`src/rtl/pc_seq_pkg.sv`:
```
// Shared types and sizing helpers for the program-counter sequencer.
package pc_seq_pkg;

    typedef enum logic [1:0] {RUN, HALTED, FAULT} state_t;
    typedef enum logic [1:0] {F_NONE, F_OVF, F_UNF} fault_t;

    // Bits needed to count 0..entries inclusive.
    function automatic int depth_w(input int entries);
        return (entries < 1) ? 1 : $clog2(entries + 1);
    endfunction

endpackage

```
`src/rtl/pc_sequencer_if.sv`:
```
// Request/status bundle between the control FSM (master) and the sequencer (slave).
import pc_seq_pkg::*;

interface pc_seq_if #(
    parameter int ADDR_W      = 7,
    parameter int OFF_W       = 5,
    parameter int STACK_DEPTH = 4
);
    localparam int DW = depth_w(STACK_DEPTH);

    logic              up;
    logic              load;
    logic [ADDR_W-1:0] load_addr;
    logic              jump_rel;
    logic [OFF_W-1:0]  offset;
    logic              call;
    logic              ret;
    logic              halt;
    logic              resume;

    logic [ADDR_W-1:0] address;
    logic [DW-1:0]     depth;
    logic              stack_full;
    logic              stack_empty;
    logic              at_max;
    logic              halted;
    logic              fault;
    logic [1:0]        fault_code;

    modport master (
        output up, load, load_addr, jump_rel, offset, call, ret, halt, resume,
        input  address, depth, stack_full, stack_empty, at_max, halted, fault, fault_code
    );

    modport slave (
        input  up, load, load_addr, jump_rel, offset, call, ret, halt, resume,
        output address, depth, stack_full, stack_empty, at_max, halted, fault, fault_code
    );
endinterface

```
`src/rtl/pc_sequencer_ras_stack.sv`:
```
// Return-address LIFO; push/pop are ignored when full/empty, the caller flags the error.
import pc_seq_pkg::*;

module ras_stack #(
    parameter int DEPTH = 4,
    parameter int W     = 7,
    localparam int DW   = depth_w(DEPTH),
    localparam int AW   = (DEPTH > 1) ? $clog2(DEPTH) : 1
) (
    input  logic          clk,
    input  logic          clear,
    input  logic          push,
    input  logic          pop,
    input  logic [W-1:0]  din,
    output logic [W-1:0]  top,
    output logic [DW-1:0] depth,
    output logic          full,
    output logic          empty
);
    logic [W-1:0]  mem [DEPTH];
    logic [AW-1:0] wr_idx;
    logic [AW-1:0] rd_idx;

    assign full   = (depth == DW'(DEPTH));
    assign empty  = (depth == '0);
    assign wr_idx = AW'(depth);
    assign rd_idx = AW'(depth - DW'(1));
    assign top    = mem[rd_idx];

    always_ff @(posedge clk) begin
        if (clear)
            depth <= '0;
        else if (push && !full)
            depth <= depth + DW'(1);
        else if (pop && !empty)
            depth <= depth - DW'(1);
    end

    // Contents are left stale on clear; depth alone defines validity.
    always_ff @(posedge clk) begin
        if (!clear && push && !full)
            mem[wr_idx] <= din;
    end
endmodule

```
`src/rtl/pc_sequencer.sv`:
```
// PC register with load / relative jump / call-return, plus RUN/HALTED/FAULT control.
import pc_seq_pkg::*;

module pc_sequencer #(
    parameter int ADDR_W      = 7,
    parameter int OFF_W       = 5,
    parameter int STACK_DEPTH = 4,
    parameter bit WRAP        = 1'b1
) (
    input  logic    clk,
    input  logic    clear,
    pc_seq_if.slave bus
);
    localparam int DW = depth_w(STACK_DEPTH);

    state_t            state, nxt_state;
    fault_t            fcode, nxt_fcode;
    logic [ADDR_W-1:0] pc, nxt_pc;
    logic              push, pop;
    logic [ADDR_W-1:0] ras_top;
    logic [DW-1:0]     ras_depth;
    logic              ras_full, ras_empty;
    logic              pc_max;

    assign pc_max = (pc == '1);

    ras_stack #(.DEPTH(STACK_DEPTH), .W(ADDR_W)) u_ras (
        .clk   (clk),
        .clear (clear),
        .push  (push),
        .pop   (pop),
        .din   (pc + ADDR_W'(1)),
        .top   (ras_top),
        .depth (ras_depth),
        .full  (ras_full),
        .empty (ras_empty)
    );

    always_ff @(posedge clk) begin
        if (clear) begin
            state <= RUN;
            fcode <= F_NONE;
            pc    <= '0;
        end else begin
            state <= nxt_state;
            fcode <= nxt_fcode;
            pc    <= nxt_pc;
        end
    end

    always_comb begin
        nxt_state = state;
        nxt_fcode = fcode;
        nxt_pc    = pc;
        push      = 1'b0;
        pop       = 1'b0;
        unique case (state)
            RUN: begin
                if (bus.halt) begin
                    nxt_state = HALTED;
                end else if (bus.ret) begin
                    if (ras_empty) begin
                        nxt_state = FAULT;
                        nxt_fcode = F_UNF;
                    end else begin
                        pop    = 1'b1;
                        nxt_pc = ras_top;
                    end
                end else if (bus.call) begin
                    if (ras_full) begin
                        nxt_state = FAULT;
                        nxt_fcode = F_OVF;
                    end else begin
                        push   = 1'b1;
                        nxt_pc = bus.load_addr;
                    end
                end else if (bus.load) begin
                    nxt_pc = bus.load_addr;
                end else if (bus.jump_rel) begin
                    // Relative jumps always wrap modulo 2^ADDR_W.
                    nxt_pc = pc + ADDR_W'($signed(bus.offset));
                end else if (bus.up) begin
                    if (!(pc_max && !WRAP))
                        nxt_pc = pc + ADDR_W'(1);
                end
            end
            HALTED: begin
                if (bus.resume)
                    nxt_state = RUN;
            end
            FAULT: ;
            default: nxt_state = RUN;
        endcase
    end

    assign bus.address     = pc;
    assign bus.depth       = ras_depth;
    assign bus.stack_full  = ras_full;
    assign bus.stack_empty = ras_empty;
    assign bus.at_max      = pc_max;
    assign bus.halted      = (state == HALTED);
    assign bus.fault       = (state == FAULT);
    assign bus.fault_code  = fcode;
endmodule

```
`src/flat_wrapper.sv`:
```
// flat-port wrapper written by rule: the top's interface ports become plain ports
module pc_sequencer_flat 
#(
    parameter int ADDR_W      = 7,
    parameter int OFF_W       = 5,
    parameter int STACK_DEPTH = 4,
    parameter bit WRAP        = 1'b1
)
  (clk, clear, bus_up, bus_load, bus_load_addr, bus_jump_rel, bus_offset, bus_call, bus_ret, bus_halt, bus_resume, bus_address, bus_depth, bus_stack_full, bus_stack_empty, bus_at_max, bus_halted, bus_fault, bus_fault_code);
  pc_seq_if #(.ADDR_W(ADDR_W), .OFF_W(OFF_W), .STACK_DEPTH(STACK_DEPTH)) bus_i ();
  input  logic clk;
  input  logic clear;
  input wire logic [$bits(bus_i.up)-1:0] bus_up;
  input wire logic [$bits(bus_i.load)-1:0] bus_load;
  input wire logic [$bits(bus_i.load_addr)-1:0] bus_load_addr;
  input wire logic [$bits(bus_i.jump_rel)-1:0] bus_jump_rel;
  input wire logic [$bits(bus_i.offset)-1:0] bus_offset;
  input wire logic [$bits(bus_i.call)-1:0] bus_call;
  input wire logic [$bits(bus_i.ret)-1:0] bus_ret;
  input wire logic [$bits(bus_i.halt)-1:0] bus_halt;
  input wire logic [$bits(bus_i.resume)-1:0] bus_resume;
  output wire logic [$bits(bus_i.address)-1:0] bus_address;
  output wire logic [$bits(bus_i.depth)-1:0] bus_depth;
  output wire logic [$bits(bus_i.stack_full)-1:0] bus_stack_full;
  output wire logic [$bits(bus_i.stack_empty)-1:0] bus_stack_empty;
  output wire logic [$bits(bus_i.at_max)-1:0] bus_at_max;
  output wire logic [$bits(bus_i.halted)-1:0] bus_halted;
  output wire logic [$bits(bus_i.fault)-1:0] bus_fault;
  output wire logic [$bits(bus_i.fault_code)-1:0] bus_fault_code;
  assign bus_i.up = bus_up;
  assign bus_i.load = bus_load;
  assign bus_i.load_addr = bus_load_addr;
  assign bus_i.jump_rel = bus_jump_rel;
  assign bus_i.offset = bus_offset;
  assign bus_i.call = bus_call;
  assign bus_i.ret = bus_ret;
  assign bus_i.halt = bus_halt;
  assign bus_i.resume = bus_resume;
  assign bus_address = bus_i.address;
  assign bus_depth = bus_i.depth;
  assign bus_stack_full = bus_i.stack_full;
  assign bus_stack_empty = bus_i.stack_empty;
  assign bus_at_max = bus_i.at_max;
  assign bus_halted = bus_i.halted;
  assign bus_fault = bus_i.fault;
  assign bus_fault_code = bus_i.fault_code;
  pc_sequencer #(.ADDR_W(ADDR_W), .OFF_W(OFF_W), .STACK_DEPTH(STACK_DEPTH), .WRAP(WRAP)) u_core (.clk(clk), .clear(clear), .bus(bus_i));
endmodule
```
`config.mk`:
```
export PLATFORM = sky130hd
export DESIGN_NAME = pc_sequencer_flat
export DESIGN_NICKNAME = d
export VERILOG_FILES = /design/src/rtl/pc_seq_pkg.sv /design/src/rtl/pc_sequencer_if.sv /design/src/rtl/pc_sequencer_ras_stack.sv /design/src/rtl/pc_sequencer.sv /design/src/flat_wrapper.sv
export SDC_FILE = /design/constraint.sdc
export NUM_CORES = 1
export LEC_CHECK = 0
export CAP_MARGIN = 20
export CELL_PAD_IN_SITES_DETAIL_PLACEMENT = 1
export CELL_PAD_IN_SITES_GLOBAL_PLACEMENT = 1
export CORE_MARGIN = 5
export CORE_UTILIZATION = 38
export DETAILED_ROUTE_END_ITERATION = 8
export PLACE_DENSITY = 0.79
export SYNTH_ARGS = -nofsm -noshare
export SYNTH_HDL_FRONTEND = slang
export SYNTH_SLANG_ARGS = --single-unit
```
`constraint.sdc`:
```
create_clock -name clk -period 1.99 [get_ports clk]
set_input_delay 0.398 -clock clk [delete_from_list [all_inputs] [get_ports clk]]
set_output_delay 0.398 -clock clk [all_outputs]
set_load 0.01 [all_outputs]
```
* Word level (Yosys, flattened, before mapping)
Memories as Yosys holds them, arrays and structs flattened.
Cells that the tools add are included.
** Word-level totals
- Bits in writable memories :: 28
- Output and inout bits :: 17
- Memories kept :: 1
- Logic and storage cells :: 68
- Bits of input ports :: 21
- Flip-flop bits (word level) :: 14
- Bits in read-only memories :: 0
- Latch bits :: 0
** Memories
- u_core.u_ras.mem :: depth 4, width 7, read ports 1, clocked after memory_dff 0, wr ports 1, RTL line pc_sequencer_ras_stack.sv:20 : logic [W-1:0] mem [DEPTH];
** Operators by class
- Div/mod/pow operators :: 0
- Multiply operators :: 0
- Reductions and logical operators :: 16
- Equal/unequal tests :: 11
- Bitwise operators :: 2
- Magnitude comparators :: 0
- Shift operators :: 0
- Add/subtract/negate cells :: 4
- Muxes and demuxes :: 30
** Operator list (count)
- $mux 7 :: 7
- $mux 2 :: 9
- $reduce_and 5->1 :: 3
- $ne 4x4->1 const B :: 3
- $mux 1 :: 11
- $add 7x1->7 const B :: 1
- $add 7x7->7 :: 1
- $eq 7x7->1 const B :: 1
- $mux 3 :: 2
- $pmux 2 s3 :: 1
- $reduce_bool 2->1 :: 3
- $reduce_bool 5->1 :: 1
- $logic_and 1x1->1 :: 4
- $ne 2x2->1 const B :: 2
- $add 3x1->3 const B :: 1
- $eq 3x3->1 const B :: 1
- $logic_not 1->1 :: 3
- $logic_not 3->1 :: 1
- $ne 3x3->1 const B :: 1
- $sub 3x1->3 const B :: 1
- $eq 2x1->1 const B :: 1
- $eq 2x2->1 const B :: 1
- $logic_not 2->1 :: 1
- $ne 2x1->1 const B :: 1
- $not 1->1 :: 2

* Depth between registers and ports, before layout
Gate-level depths: netlist of run 1.
- Word-level depth :: 10
- Depth in mapped cells :: 10
- Mapped depth without buffers :: 8

* By module
Synthesis of run 1 repeated with hierarchy kept, for this count alone.
** Second synthesis, totals
- Cell total of the unflattened synthesis :: 198
- Area, all modules :: 2318.5 um^2
** By module, submodules not included
- ras_stack :: seq. area each 900.9 um^2, area an instance 1287.5 um^2, cells an instance 70, times used 1
- pc_sequencer :: seq. area each 220.2 um^2, area an instance 1031.0 um^2, cells an instance 128, times used 1

* Least setup slack after synthesis of run 1
OpenSTA, ideal clock, no wires.
- Kind :: register to register
- From :: register u_core.u_ras.depth[0]
- To :: register u_core.pc[3] (netlist: u_core.bus.address[3])
- Setup slack :: -0.133 ns
- Period minus slack after synthesis :: 2.123 ns
- Setup time :: 0.134 ns
- Stages on the path, launching flop included :: 9
- Required time :: 1.856 ns
- Arrival time :: 1.989 ns
- Buffers on the path :: 2
- Cells stage by stage :: dfxtp_1 > buf_2 > inv_1 > ha_1 > clkbuf_1 > mux4_2 > nand2_1 > o311a_1 > nor3_2
** Between the ends
- Longest elaborated chain between the ends :: 4
- Elaborated cells between the ends (all ways) :: 9
- Classes of those cells :: 1 x add/sub; 3 x eq/ne; 2 x mux; 2 x reduce/logical; 1 x memory
** Ends and longest elaborated chain
- from (decl) :: RTL line pc_sequencer_ras_stack.sv:16 : output logic [DW-1:0] depth,
- from (signal assigned) :: RTL line pc_sequencer_ras_stack.sv:34 : depth <= depth + DW'(1);
- from (signal assigned) :: RTL line pc_sequencer_ras_stack.sv:36 : depth <= depth - DW'(1);
- $sub 3x1->3
- $mem_v2 4x7
- $mux 7 :: RTL line pc_sequencer.sv:62 : if (ras_empty) begin
- $mux 7 :: RTL line pc_sequencer.sv:61 : end else if (bus.ret) begin
- to (signal assigned) :: RTL line pc_sequencer.sv:47 : pc <= nxt_pc;
- to (decl) :: RTL line pc_sequencer.sv:18 : logic [ADDR_W-1:0] pc, nxt_pc;
Parallel ways exist; a longest one is shown, timed or not. The select of a mux whose other input is x is not followed.
A chain may end at the register's enable or synchronous reset.

* Final worst setup path of run 1
- From :: input bus_offset[4]
- To :: register u_core.pc[6] (netlist: u_core.bus.address[6])
** Between the ends
- Longest elaborated chain between the ends :: 5
** Ends and longest elaborated chain
- from (decl) :: RTL line flat_wrapper.sv:17 : input wire logic [$bits(bus_i.offset)-1:0] bus_offset;
- $add 7x7->7 :: RTL line pc_sequencer.sv:81 : nxt_pc = pc + ADDR_W'($signed(bus.offset));
- $mux 7 :: RTL line pc_sequencer.sv:79 : end else if (bus.jump_rel) begin
- $mux 7 :: RTL line pc_sequencer.sv:77 : end else if (bus.load) begin
- $mux 7 :: RTL line pc_sequencer.sv:69 : end else if (bus.call) begin
- $mux 7 :: RTL line pc_sequencer.sv:61
Every way passes these cells.

==> results of run 1 <==
[Yosys cell counts, types with 6 or more instances]
library cell   n  share of area, %
a211oi_1       6               2.0
a21oi_1       10               2.2
and3_1         7               1.9
dfxtp_1       14                12
edfxtp_1      28                37
ha_1          12               6.6
inv_1         10               1.6
mux4_2         7               6.9
nand2_1        7               1.1
nand3_1        7               1.5
nor2_1        16               2.6
xnor2_1        8               3.1
[power by group]
part	switching [uW]	leakage, uW	internal, uW	total (uW)
Clock	309	0.0000514	375	684
Sequential	30.1	0.000370	967	997
Combinational	263	0.000848	289	552
[placed cells by master (no fill, tap or decap), types with 2 or more instances in the layout]
master	n
edfxtp_1	28
buf_4	41
dfxtp_1	12
o21ai_0	2
clkbuf_8	5
nor2_1	16
ha_4	2
nor2b_1	4
a31oi_1	2
a211oi_2	2
inv_2	2
nand2_1	7
xor2_1	3
buf_12	3
inv_1	8
a21oi_2	2
dlygate4sd2_1	3
ha_1	9
a21oi_1	8
a221o_1	2
and2b_1	2
xnor2_1	8
a21o_1	2
nor3_2	3
nand3_1	7
mux4_2	7
clkdlybuf4s50_1	32
dfxtp_2	2
a211oi_1	6
and3_1	7
o311a_1	2
o32ai_2	2
o21ai_1	2
nor3_1	4
[layer usage]
layer	track usage, %	vias up	part of all wire [%]
met5	0	-	0
met4	4.60	0	0.81
met3	4.42	5	4.5
met2	31.9	40	52
met1	21.5	908	43
li1	-	878	-
[layout make-up]
type                       instances  area (um^2)  share of cell area (%)
clock buffer                       6         72.6                    2.25
clock inverter                     2         37.5                    1.16
inverter                          10         37.5                    1.16
multi-input combinational        131         1130                    35.0
sequential                        42         1120                    34.8
tap                               75         93.8                    2.91
timing repair buffer              81          729                    22.6
[state kept, by name, summed over array words and instances, names as in the netlist]
name and cells:
u_core.u_ras.depth 3, u_core.bus.address 7, u_core.bus.fault_code 2, u_core.u_ras.mem 28, u_core.state 2
[cells by family after synthesis]
| kind of cell | after synthesis | synth area share (%) |
|---|---|---|
| AO/OA/AOI/OAI | 41 | 14.1 |
| XOR/XNOR | 12 | 4.92 |
| adder cells (fa/ha/maj) | 13 | 7.43 |
| buffers and inverters | 18 | 3.71 |
| flip-flops | 42 | 48.9 |
| multiplexers | 8 | 7.32 |
| AND/OR/NAND/NOR | 57 | 13.6 |
[through the flow]
step / utilization, % / worst slack (ps) / total power, uW / setup TNS, ps / hold slack [ps]
global route: 54.8 / -45.4 / 2340 / -45.4 / 534
CTS: 54.6 / 60.2 / 2250 / 0 / 501
global placement: 52.3 / -467 / 1530 / -2220 / 465
floorplan: - / 13.0 / 1290 / 0 / 481
detailed placement: 52.3 / -491 / 1550 / -3720 / 487
finish: 54.8 / 62.7 / 2230 / 0 / 493
[what timing repair did]
action / in CTS / in global routing
buffers inserted: 1 / 0
endpoints found under the setup margin: 7 / 1
pin swaps: 8 / 6
gates resized for setup: 17 / 2
[worst min path at each step]
stage | startpoint | depth (start not counted) | slack, ps | endpoint
floorplan | clear | 1 | 480 | u_core.state[0]
CTS | u_core.bus.fault_code[1] | 2 | 500 | u_core.bus.fault_code[1]
finish | u_core.bus.fault_code[1] | 2 | 490 | u_core.bus.fault_code[1]
detailed placement | u_core.bus.fault_code[1] | 2 | 490 | u_core.bus.fault_code[1]
global placement | u_core.bus.fault_code[0] | 2 | 470 | u_core.bus.fault_code[0]
global route | u_core.bus.fault_code[1] | 2 | 530 | u_core.bus.fault_code[1]
[worst min-delay path, delay by kind of cell, from the launching register on]
kind	cells	cell delay, ps
flip-flops	1	330
AO/OA/AOI/OAI	1	60
buffers and inverters	1	50
==> results.rst, run 1 <==
.. list-table::
   :header-rows: 1

   * - Metric
     - Value
   * - Sequential share of the synthesized area
     - 48.9%
   * - Required time worst endpoint
     - 2200 ps
   * - Slowest cell on the critical path
     - clkdlybuf4s50_1
   * - Number of antenna violations at the first check in global routing
     - 0
   * - Pin count of the biggest net entering global routing
     - 15
   * - Average size of a mapped cell
     - 12.0 um^2
   * - Clock root buffer
     - clkbuf_8
   * - Number of register bits inferred by synthesis
     - 42
   * - Overall track demand over capacity in global routing
     - 17.9%
   * - Total Die Area
     - 0.00768 mm^2
   * - Capturing point of the worst reg2reg path
     - u_core.bus.address[4]
   * - Via/cell ratio
     - 5.28
   * - Crit path time final
     - 1930 ps
   * - Detailed-route via count
     - 1831
   * - Total clock buffers created by CTS
     - 5
   * - Reg2reg start
     - u_core.bus.address[0]
   * - Number of maximum-capacitance violations
     - 0
   * - Clock-pin transition on the worst setup and hold timing paths
     - 80 ps
   * - Cell area power density
     - 692 mW/mm^2
   * - Detailed Routing Iterations Pass 1
     - 4
   * - Leakage power of the design
     - 0.00127 uW
   * - Depth of the most critical reg-to-reg path
     - 8
   * - Final standard cell area without fillers
     - 0.00322 mm^2
   * - Crit share post-route
     - 96.9%
   * - Worst setup endpoint
     - u_core.bus.address[6]
   * - Critical Path Sink Type
     - flop
   * - Max VDD drop
     - 0.000352 V
   * - Synthesized Nets
     - 225
   * - Count of flip-flops with a built-in enable after synthesis
     - 28
   * - Maximum clock insertion buffer count
     - 2
   * - Synthesized instance count
     - 191
   * - Final Hold Vio Count
     - 0
   * - Remaining number of nets flagged by the antenna check after routing
     - 0
   * - Top delay family on crit path
     - compound AO/OA/AOI/OAI gates
   * - Synth Flop Type
     - edfxtp_1
   * - Post-Synthesis Cell Area
     - 0.00229 mm^2
   * - Worst path arrival time
     - 2140 ps
   * - Placed Cells incl. Taps
     - 338
   * - Remaining max-slew budget at the tightest pin
     - 64.9%
   * - Std-Cell Core Area
     - 0.00589 mm^2
   * - Longest individual stage delay on the worst path
     - 510 ps
   * - Share of final-layout standard cells stronger than drive strength 1
     - 30.1%
   * - Total of warnings raised by yosys
     - 0
   * - Kind of critical path
     - primary input to flop
   * - Class of the tightest hold or removal check
     - flop to flop
   * - Maximum fanout count along the critical path
     - 3
   * - Number of buffers added on ports
     - 37
   * - Result of the run
     - finished, final reports clean
   * - DRC
     - 0
   * - Depth of the CTS H-tree
     - 2
   * - # nets final
     - 305
   * - Cell row count
     - 28
   * - Clock Latency Late Sink
     - 300 ps
   * - Total overflow reported by the global router
     - 0
   * - Die X
     - 87.6 um
   * - Stages on the worst setup path
     - 8
   * - CP Launch Type
     - primary input
   * - Violation count after the first detailed-route iteration
     - 67
   * - Max-slew violations
     - 0
   * - Clk_skew
     - 3.80 ps
   * - Asr flop ratio synth
     - 0%
   * - Peak Freq
     - 0.519 GHz
   * - # fillers
     - 642
   * - TritonCTS clock tree
     - yes
   * - Worst reg2reg setup slack
     - 90 ps
   * - Synth-to-Final Area Change
     - 40.7%
   * - Final Routed Wirelength
     - 6330 um
   * - Number of cells in the finished layout apart from fillers
     - 347
   * - Starting density of the core
     - 38.9%
   * - Estimated wirelength of the detail-placed design
     - 4900 um
   * - Global-route wire length before repair
     - 10400 um
   * - Unique cell type count in the Yosys netlist
     - 48
   * - Post-DP Area
     - 0.00308 mm^2
   * - RePlAce Congestion
     - 0.872
   * - Total I/O pin count
     - 38
   * - ANT cells
     - 0
   * - Vias in the first global route
     - 2051
   * - CTS Sinks
     - 42
   * - Slew of the pin with the lowest slew margin
     - 523 ps
   * - Die H
     - 87.6 um
   * - Critical-path cell list
     - clkdlybuf4s50_1 > ha_1 > a21oi_1 > o21bai_1 > a41oi_2 > xnor2_1 > a31oi_1 > o32ai_2
   * - Unrepaired setup endpoints after global routing
     - true
   * - Average wire per cell in the routed design
     - 18.2 um
   * - Number of hold buffers added after cts
     - 0
   * - Worst path bufs/invs
     - 1
   * - Crit. Startpoint
     - bus_offset[4]
   * - Final setup violation count
     - 0
Power figures use the tool's default switching activity.
==> run 2, diff against run 1 <==
- CAP_MARGIN: 20 -> 10
- HOLD_SLACK_MARGIN: default -> 0.1
==> results of run 2 <==
No change in the layout: final DEF, timing and power equal those of run 1.
